<file path="src/rtl/vend_pkg.sv">
// Shared types and constants for the vending coin controller.
// Coin values are in 5-unit steps; only 5 and 10 are legal.
package vend_pkg;

    typedef enum logic [1:0] {
        ST_IDLE    = 2'd0,
        ST_COLLECT = 2'd1,
        ST_VEND    = 2'd2,
        ST_CHANGE  = 2'd3
    } vend_state_e;

    localparam int COIN_W    = 5;
    localparam int COIN_UNIT = 5;
    localparam int COIN_5    = 5;
    localparam int COIN_10   = 10;

    function automatic logic coin_is_legal(input logic [COIN_W-1:0] value);
        return (value == COIN_W'(COIN_5)) || (value == COIN_W'(COIN_10));
    endfunction

endpackage

</file>
<file path="src/rtl/vend_rr_arb.sv">
// Two-requester round-robin arbiter with combinational readys.
// The pointer only moves when both requesters contend and one is granted.
module vend_rr_arb (
    input  logic clk,
    input  logic rst_n,
    input  logic enable_i,
    input  logic valid_a_i,
    input  logic valid_b_i,
    output logic ready_a_o,
    output logic ready_b_o
);

    logic ptr_q;
    logic ptr_d;
    logic contend;

    // ptr_q == 0 favours A on contention
    assign contend = enable_i & rst_n & valid_a_i & valid_b_i;
    assign ptr_d   = contend ? ~ptr_q : ptr_q;

    always_comb begin
        ready_a_o = 1'b0;
        ready_b_o = 1'b0;
        if (enable_i && rst_n) begin
            if (valid_a_i && valid_b_i) begin
                ready_a_o = ~ptr_q;
                ready_b_o = ptr_q;
            end else begin
                ready_a_o = valid_a_i;
                ready_b_o = valid_b_i;
            end
        end
    end

    always_ff @(posedge clk or negedge rst_n) begin
        if (!rst_n) begin
            ptr_q <= 1'b0;
        end else begin
            ptr_q <= ptr_d;
        end
    end

endmodule

</file>
<file path="src/rtl/vend_coin_controller.sv">
// Vending sequencer: shared credit accumulator fed by two coin acceptors,
// vend/refund decision, 5-unit change pulse train and stock tracking.
//
//   state   | meaning
//   --------+------------------------------------------------------------
//   IDLE    | no credit, accepting coins
//   COLLECT | partial credit, accepting coins, cancel refunds everything
//   VEND    | one-cycle dispense pulse, credit shows pre-vend value
//   CHANGE  | one change pulse per cycle until credit reaches zero
module vend_coin_controller
    import vend_pkg::*;
#(
    parameter int PRICE      = 15,
    parameter int CREDIT_W   = 6,
    parameter int STOCK_W    = 4,
    parameter int STOCK_INIT = 4
) (
    input  logic                clk,
    input  logic                rst,
    input  logic                coin_a_valid,
    input  logic [COIN_W-1:0]   coin_a_val,
    output logic                coin_a_ready,
    input  logic                coin_b_valid,
    input  logic [COIN_W-1:0]   coin_b_val,
    output logic                coin_b_ready,
    input  logic                cancel,
    input  logic                restock,
    output logic                dispense,
    output logic                change,
    output logic                coin_reject,
    output logic [CREDIT_W-1:0] credit,
    output logic                sold_out,
    output logic                busy
);

    localparam logic [CREDIT_W-1:0] PRICE_C = CREDIT_W'(PRICE);
    localparam logic [CREDIT_W-1:0] UNIT_C  = CREDIT_W'(COIN_UNIT);
    localparam logic [STOCK_W-1:0]  STOCK_C = STOCK_W'(STOCK_INIT);

    vend_state_e         state_q;
    logic [CREDIT_W-1:0] credit_q;
    logic [STOCK_W-1:0]  stock_q;
    logic                dispense_q;
    logic                change_q;
    logic                reject_q;
    logic                busy_q;

    logic                sold_out_w;
    logic                accept_en;
    logic                hs_a;
    logic                hs_b;
    logic                hs_any;
    logic [COIN_W-1:0]   coin_sel;
    logic [CREDIT_W-1:0] credit_sum;
    logic [CREDIT_W-1:0] credit_after_vend;

    assign sold_out_w = (stock_q == '0);
    assign accept_en  = ((state_q == ST_IDLE) || (state_q == ST_COLLECT))
                        && !sold_out_w && !cancel;

    vend_rr_arb u_arb (
        .clk       (clk),
        .rst_n     (rst),
        .enable_i  (accept_en),
        .valid_a_i (coin_a_valid),
        .valid_b_i (coin_b_valid),
        .ready_a_o (coin_a_ready),
        .ready_b_o (coin_b_ready)
    );

    assign hs_a   = coin_a_valid & coin_a_ready;
    assign hs_b   = coin_b_valid & coin_b_ready;
    assign hs_any = hs_a | hs_b;

    // Credit stays below PRICE while collecting, so the sum tops out at PRICE+5.
    assign coin_sel          = hs_a ? coin_a_val : coin_b_val;
    assign credit_sum        = credit_q + CREDIT_W'(coin_sel);
    assign credit_after_vend = credit_q - PRICE_C;

    always_ff @(posedge clk or negedge rst) begin
        if (!rst) begin
            state_q    <= ST_IDLE;
            credit_q   <= '0;
            dispense_q <= 1'b0;
            change_q   <= 1'b0;
            reject_q   <= 1'b0;
            busy_q     <= 1'b0;
        end else begin
            dispense_q <= 1'b0;
            reject_q   <= 1'b0;
            case (state_q)
                ST_IDLE, ST_COLLECT: begin
                    if (hs_any) begin
                        if (coin_is_legal(coin_sel)) begin
                            credit_q <= credit_sum;
                            if (credit_sum >= PRICE_C) begin
                                state_q    <= ST_VEND;
                                dispense_q <= 1'b1;
                                busy_q     <= 1'b1;
                            end else begin
                                state_q <= ST_COLLECT;
                            end
                        end else begin
                            reject_q <= 1'b1;
                        end
                    end else if ((state_q == ST_COLLECT) && cancel) begin
                        state_q  <= ST_CHANGE;
                        change_q <= 1'b1;
                        busy_q   <= 1'b1;
                    end
                end
                ST_VEND: begin
                    credit_q <= credit_after_vend;
                    if (credit_after_vend != '0) begin
                        state_q  <= ST_CHANGE;
                        change_q <= 1'b1;
                    end else begin
                        state_q <= ST_IDLE;
                        busy_q  <= 1'b0;
                    end
                end
                ST_CHANGE: begin
                    if (credit_q > UNIT_C) begin
                        credit_q <= credit_q - UNIT_C;
                    end else begin
                        credit_q <= '0;
                        state_q  <= ST_IDLE;
                        change_q <= 1'b0;
                        busy_q   <= 1'b0;
                    end
                end
                default: begin
                    state_q  <= ST_IDLE;
                    credit_q <= '0;
                    change_q <= 1'b0;
                    busy_q   <= 1'b0;
                end
            endcase
        end
    end

    // Restock overrides the vend decrement; VEND is unreachable at zero stock.
    always_ff @(posedge clk or negedge rst) begin
        if (!rst) begin
            stock_q <= STOCK_C;
        end else if (restock) begin
            stock_q <= STOCK_C;
        end else if ((state_q == ST_VEND) && !sold_out_w) begin
            stock_q <= stock_q - 1'b1;
        end
    end

    assign dispense    = dispense_q;
    assign change      = change_q;
    assign coin_reject = reject_q;
    assign credit      = credit_q;
    assign sold_out    = sold_out_w;
    assign busy        = busy_q;

endmodule

</file>
<file path="config.mk">
export PLATFORM = sky130hd
export DESIGN_NAME = vend_coin_controller
export DESIGN_NICKNAME = d
export VERILOG_FILES = /design/src/rtl/vend_pkg.sv /design/src/rtl/vend_rr_arb.sv /design/src/rtl/vend_coin_controller.sv
export SDC_FILE = /design/constraint.sdc
export NUM_CORES = 1
export LEC_CHECK = 0
export ABC_AREA = 1
export BUFFER_PORTS_ARGS = -buffer_cell sky130_fd_sc_hd__buf_4
export CORE_ASPECT_RATIO = 0.6
export CORE_UTILIZATION = 56
export DETAILED_ROUTE_END_ITERATION = 8
export PLACE_DENSITY = 0.8
export SLEW_MARGIN = 10
export SYNTH_ARGS = -nofsm -noshare
export SYNTH_HDL_FRONTEND = slang
export SYNTH_SLANG_ARGS = --single-unit
</file>
<file path="constraint.sdc">
create_clock -name clk -period 3.1 [get_ports clk]
set_input_delay 0.465 -clock clk [delete_from_list [all_inputs] [get_ports clk]]
set_output_delay 0.465 -clock clk [all_outputs]
set_load 0.01 [all_outputs]
</file>
Yosys cells after proc, flatten, opt, wreduce, memory -nomap -nowiden
Index checks and enable logic that the tools add are counted.
W data, S select, Z words.
- output and inout bits: 13
- bits in registers: 17
- word-level logic and storage cells: 90
- bits of input ports: 16
- muxes and demuxes: 35
- $add $sub $neg: 4
- reductions and logical operators: 19
- bitwise operators: 7
- $lt $le $gt $ge: 2
- eq/ne operators: 15
- operator list (kind ; number):
    $mux W1 ; 19
    $mux W6 ; 3
    $pmux W6 S3 ; 1
    $ne A2 B2 Y1 const B ; 7
    $mux W2 ; 6
    $ne A3 B3 Y1 const B ; 3
    $mux W4 ; 2
    $add A6 B5 Y6 ; 1
    $ge A6 B4 Y1 const B ; 1
    $gt A6 B3 Y1 const B ; 1
    $logic_and A1 B1 Y1 ; 6
    $pmux W1 S3 ; 2
    $pmux W2 S3 ; 1
    $reduce_bool A6 Y1 ; 1
    $sub A6 B3 Y6 const B ; 1
    $sub A6 B4 Y6 const B ; 1
    $and A1 B1 Y1 ; 5
    $eq A5 B3 Y1 const B ; 1
    $eq A5 B4 Y1 const B ; 1
    $mux W5 ; 1
    $reduce_and A5 Y1 ; 1
    $eq A2 B2 Y1 const B ; 2
    $logic_not A4 Y1 ; 1
    $reduce_and A4 Y1 ; 1
    11 further kinds ; 13

Logic depth before layout (Yosys ltp)
- depth in word-level cells: 14
- gate-level depth with buffers: 19
- gate-level depth less buffers: 18

By module
From an unflattened synthesis, not the netlist that was laid out.
- cell total of the unflattened synthesis: 259
- area, all modules: 1679.1 sq um
- by module, submodules not included (module ; area an instance (sq um) ; cells each ; seq. area each (sq um) ; instances):
    vend_coin_controller ; 1587.8 ; 244 ; 401.6 ; 1
    vend_rr_arb ; 91.3 ; 15 ; 25.0 ; 1

Worst setup path after synthesis
OpenSTA, ideal clock, no wires.
- path type: register to register
- start point: reg stock_q[0]
- end point: reg state_q[1]
- arrival: 2412 ps
- library setup time: 127 ps
- clock period less this slack: 2538 ps
- data required time: 2973 ps
- buffers on the path: 1
- path slack: 562 ps
- cell stages (with the launch flop): 19
- cells stage by stage: dfrtp_1 inv_1 ha_1 nand2_1 nand3_4 buf_8 nand2_2 nand2_2 ha_1 inv_1 fa_1 nand3b_1 nand2_1 xnor2_1 nand2_1 inv_1 nand3_1 nand4_1 nand3_1
- cells in the longest elaborated chain, start to end: 14
- elaborated cells on any way between the ends: 23
- classes of those cells: add/sub (1); order compare (1); eq/ne (4); mux (7); bitwise (3); reduce/logical (7)
- RTL lines (element ; line ; source):
    start, declared ; vend_coin_controller.sv:42 ; logic [STOCK_W-1:0] stock_q;
    start signal, assigned ; vend_coin_controller.sv:149 ; stock_q <= stock_q - 1'b1;
    $logic_not A4 Y1 * ; vend_coin_controller.sv:57 ; assign sold_out_w = (stock_q == '0);
    $logic_not A1 Y1 * ; vend_coin_controller.sv:59 ; && !sold_out_w && !cancel;
    $logic_and A1 B1 Y1 * (2 in series) ; vend_coin_controller.sv:59 ;
    $logic_and A1 B1 Y1 * ; vend_rr_arb.sv:24 ; if (enable_i && rst_n) begin
    $mux W1 ; vend_rr_arb.sv:24 ;
    $and A1 B1 Y1 ; vend_coin_controller.sv:71 ; assign hs_a = coin_a_valid & coin_a_ready;
    $mux W5 ; vend_coin_controller.sv:76 ; assign coin_sel = hs_a ? coin_a_val : coin_b_val;
    $add A6 B5 Y6 ; vend_coin_controller.sv:77 ; assign credit_sum = credit_q + CREDIT_W'(coin_sel);
    $ge A6 B4 Y1 ; vend_coin_controller.sv:96 ; if (credit_sum >= PRICE_C) begin
    $mux W2 ; vend_coin_controller.sv:96 ;
    $mux W2 ; vend_coin_controller.sv:94 ; if (coin_is_legal(coin_sel)) begin
    $mux W2 ; vend_coin_controller.sv:93 ; if (hs_any) begin
    $pmux W2 S3 ; vend_coin_controller.sv:91 ; case (state_q)
    end signal, assigned ; vend_coin_controller.sv:97 ; state_q <= ST_VEND;
    end signal, assigned ; vend_coin_controller.sv:101 ; state_q <= ST_COLLECT;
    end signal, assigned ; vend_coin_controller.sv:107 ; state_q <= ST_CHANGE;
    end, declared ; vend_coin_controller.sv:40 ; vend_state_e state_q;
Every way passes the cells marked *; elsewhere a longest branch is shown, timed or not. The select of a mux whose other input is x is not followed.
A chain may end at the register's enable or synchronous reset.

Worst setup path after layout
Ends and elaborated chain as after synthesis.

==> results.cfg <==
[floorplanning]
ioPinCount = 29
die_y_um = 44.0
core_area_sq_mm = 0.00265
starting_density_of_the_core_pct = 62.2
fp.dieArea_sq_mm = 0.00316
fp.dieW_um = 72.0
std_cell_rows = 14

[timing]
rsz0062_at_grt = false
maxSlewViolCount = 0
setup_viol = 0
timing.fmax_mhz = 358
slew-limit-headroom_pct = 74.3
finalSetupTns_ns = 0
fin_worst_skew_ns = 0.00788
finalHoldViolCount = 0
timing_worst_slew_pin_value_ns = 0.384
finalWorstPathRequiredPeriod_ns = 2.79
final.period_utilization_pct = 90.0

[layout]
multi_input_combinational_cell_area_sq_mm = 0.00104
flow.area_growth_from_synthesis_pct = 18.7
final_layout_size_suffix_gt1_share_pct = 26.3
n_antenna_cell = 0
ff_latch_area_sq_um = 427
nets = 286
layout.filler_cells = 229
finish.cell_count_without_fillers = 299

[global_route]
gr-max-usage-layer = met1
pin_count_of_the_biggest_net_entering_global_routing = 18
grt_usage_pct = 27.8
grt_use_met2_pct = 38.7
use_met1_pct = 44.2
grt_pass1_wl_um = 6650
grt_util_met3_pct = 6.74
first_global_vias = 1406
grt_remaining_overflow = 0
grt_antenna_before_repair = 0

[placement]
buffer_ports.inserted = 28
place.detailed.instances = 293
dpl.hpwl_um = 3130
gp_routability_congestion = 1.04

[critical_path]
cp_top_family = simple AND/OR/NAND/NOR gates
required_ns = 3.23
slowest_delay_ns = 0.41
r2r_cells = 17
worst-path-buf-inv = 3
r2r_setup_slack_ns = 0.31
r2r_start = stock_q[0]
timing.rr.end = state_q[1]
critPathArrivalTime_ns = 2.92
critical_path.startpoint_type = register
ordered_cell_list_for_the_critical_path = inv_1 > ha_1 > nand2_2 > nand3_4 > nand2_2 > nand2_2 > ha_1 > inv_1 > fa_1 > nand3b_1 > nand2_1 > xnor2_1 > nand2_1 > inv_1 > nand3_1 > nand4_1 > nand3_1
timing.critical_path.slowest_stage_cell = sky130_fd_sc_hd__fa_1
critical_path.max_fanout = 9
end_kind = register
critical_path_start_end_classification = register to register

[synthesis]
postSynthAreaPerCell_sq_um = 7.31
synth_edf_count = 0
netlist_area_sq_mm = 0.00164
yosysWarningCount = 0
fraction_of_synthesis_flops_using_an_asynchronous_set_or_reset_pin_pct = 100
syn-instance-count = 225
synthDistinctLibCells = 33
yosysSeqAreaShare_pct = 26.0
syn_nets = 251
synthFlopType = sky130_fd_sc_hd__dfrtp_1
synth_seq_cells = 17

[clock_network]
clock_tree.buffer_depth = 2
clock_insertion_delay_worst_skew_ns = 0.25
clkTransAtPathRegs_ns = 0.07
tritoncts = built
count_of_clock_tree_sinks = 17
clockRootBuffer = sky130_fd_sc_hd__clkbuf_8
cts_made_buffers = 3
postCtsHoldBufs = 0
htree_levels = 1

[power]
power.leakage_nw = 1.07
irDropWorstVdd_mv = 0.547
power_density_mw_per_mm2 = 986

[min_path]
min_path_type = input pin to async pin

[routing]
detailroute.via_count = 1594
vias_per_cell = 5.33
drc_errors = 0
drt_pre_antenna_iters = 5
ant_nets = 0
routed_wl_um = 3860
drt-initial-drc-count = 154
routedWlPerCell_um = 12.9

[run]
drv.max_cap_violation_count = 0

[outcome]
run_status = complete, no violations
[power breakdown]
group	leakage (nW)	switching [mW]	internal, mW
clock	0.0228	0.0743	0.0912
combinational	0.840	0.795	0.508
sequential	0.210	0.128	0.328
[layout make-up]
cell class	instances	area share (%)
Clock buffer	4	2.31
Inverter	38	7.44
Multi-Input combinational cell	167	53.1
Sequential cell	17	21.9
Tap cell	40	2.56
Timing Repair Buffer	33	12.7
[flip-flops by register name (all words and copies together) (netlist names)]
| register | flops |
|---|---|
| busy | 1 |
| change | 1 |
| coin_reject | 1 |
| credit | 6 |
| dispense | 1 |
| state_q | 2 |
| stock_q | 4 |
| u_arb.ptr_q | 1 |
[cells in the final DEF (no fill, tap or decap), types with 3 or more instances in the layout]
master / instances
sky130_fd_sc_hd__nand2_1: 48
sky130_fd_sc_hd__inv_1: 37
sky130_fd_sc_hd__buf_4: 33
sky130_fd_sc_hd__nor2_1: 19
sky130_fd_sc_hd__nand4_1: 16
sky130_fd_sc_hd__dfrtp_1: 16
sky130_fd_sc_hd__nand2_2: 15
sky130_fd_sc_hd__nand3_1: 11
sky130_fd_sc_hd__ha_1: 9
sky130_fd_sc_hd__xor2_1: 7
sky130_fd_sc_hd__o21ai_0: 7
sky130_fd_sc_hd__o21ai_2: 6
sky130_fd_sc_hd__a21oi_1: 5
sky130_fd_sc_hd__clkbuf_8: 3
[synthesized netlist by cell type, types with 5 or more instances]
cell,n,area (sq um)
sky130_fd_sc_hd__o21ai_0,8,40.0
sky130_fd_sc_hd__nor2_1,19,71.3
sky130_fd_sc_hd__inv_1,37,139
sky130_fd_sc_hd__xor2_1,7,61.3
sky130_fd_sc_hd__ha_1,9,113
sky130_fd_sc_hd__nand2_2,14,87.6
sky130_fd_sc_hd__nand4_1,16,100
sky130_fd_sc_hd__a21oi_1,5,25.0
sky130_fd_sc_hd__o21ai_2,6,52.6
sky130_fd_sc_hd__nand2_1,49,184
sky130_fd_sc_hd__dfrtp_1,16,400
sky130_fd_sc_hd__nand3_1,11,55.1
[worst max-delay path by stage]
stage / depth (start not counted) / from / endpoint
6_report: 17 / stock_q[0] / state_q[1]
5_1_grt: 18 / stock_q[0] / state_q[0]
2_1_floorplan: 18 / stock_q[0] / state_q[1]
3_3_place_gp: 17 / stock_q[0] / state_q[1]
4_1_cts: 17 / stock_q[0] / state_q[1]
3_5_place_dp: 17 / stock_q[0] / state_q[1]
[metal layers]
layer	routed length, um	vias up
met5	0	-
met4	6	0
met3	349	4
met2	1550	63
met1	1950	716
li1	-	811
[per-stage QoR]
stage	power, mW	setup slack, ns	hold WS [ns]	util [%]	cell area [sq um]
after floorplan	1.39	0.562	0.169	-	1640
after global placement	1.71	0.248	0.457	71.4	1890
after detailed placement	1.72	0.222	0.461	71.4	1890
after CTS	1.90	0.207	0.188	73.1	1930
after global routing	2.11	0.0398	0.200	73.8	1950
final	1.92	0.310	0.185	73.8	1950
[logic make-up after synthesis]
group / share of synthesized area, %
adder cells (fa/ha/maj): 8.07
flip-flops: 26.0
AO/OA/AOI/OAI: 13.2
XOR/XNOR: 4.79
AND/OR/NAND/NOR: 36.8
buffers and inverters: 11.1
[timing repair]
action | CTS | global route
setup endpoints to repair | 0 | 4
setup buffers | 0 | 2
resized for setup | 0 | 2
hold endpoints to repair | 0 | 0
No activity file was read; power rests on OpenSTA's default activity.
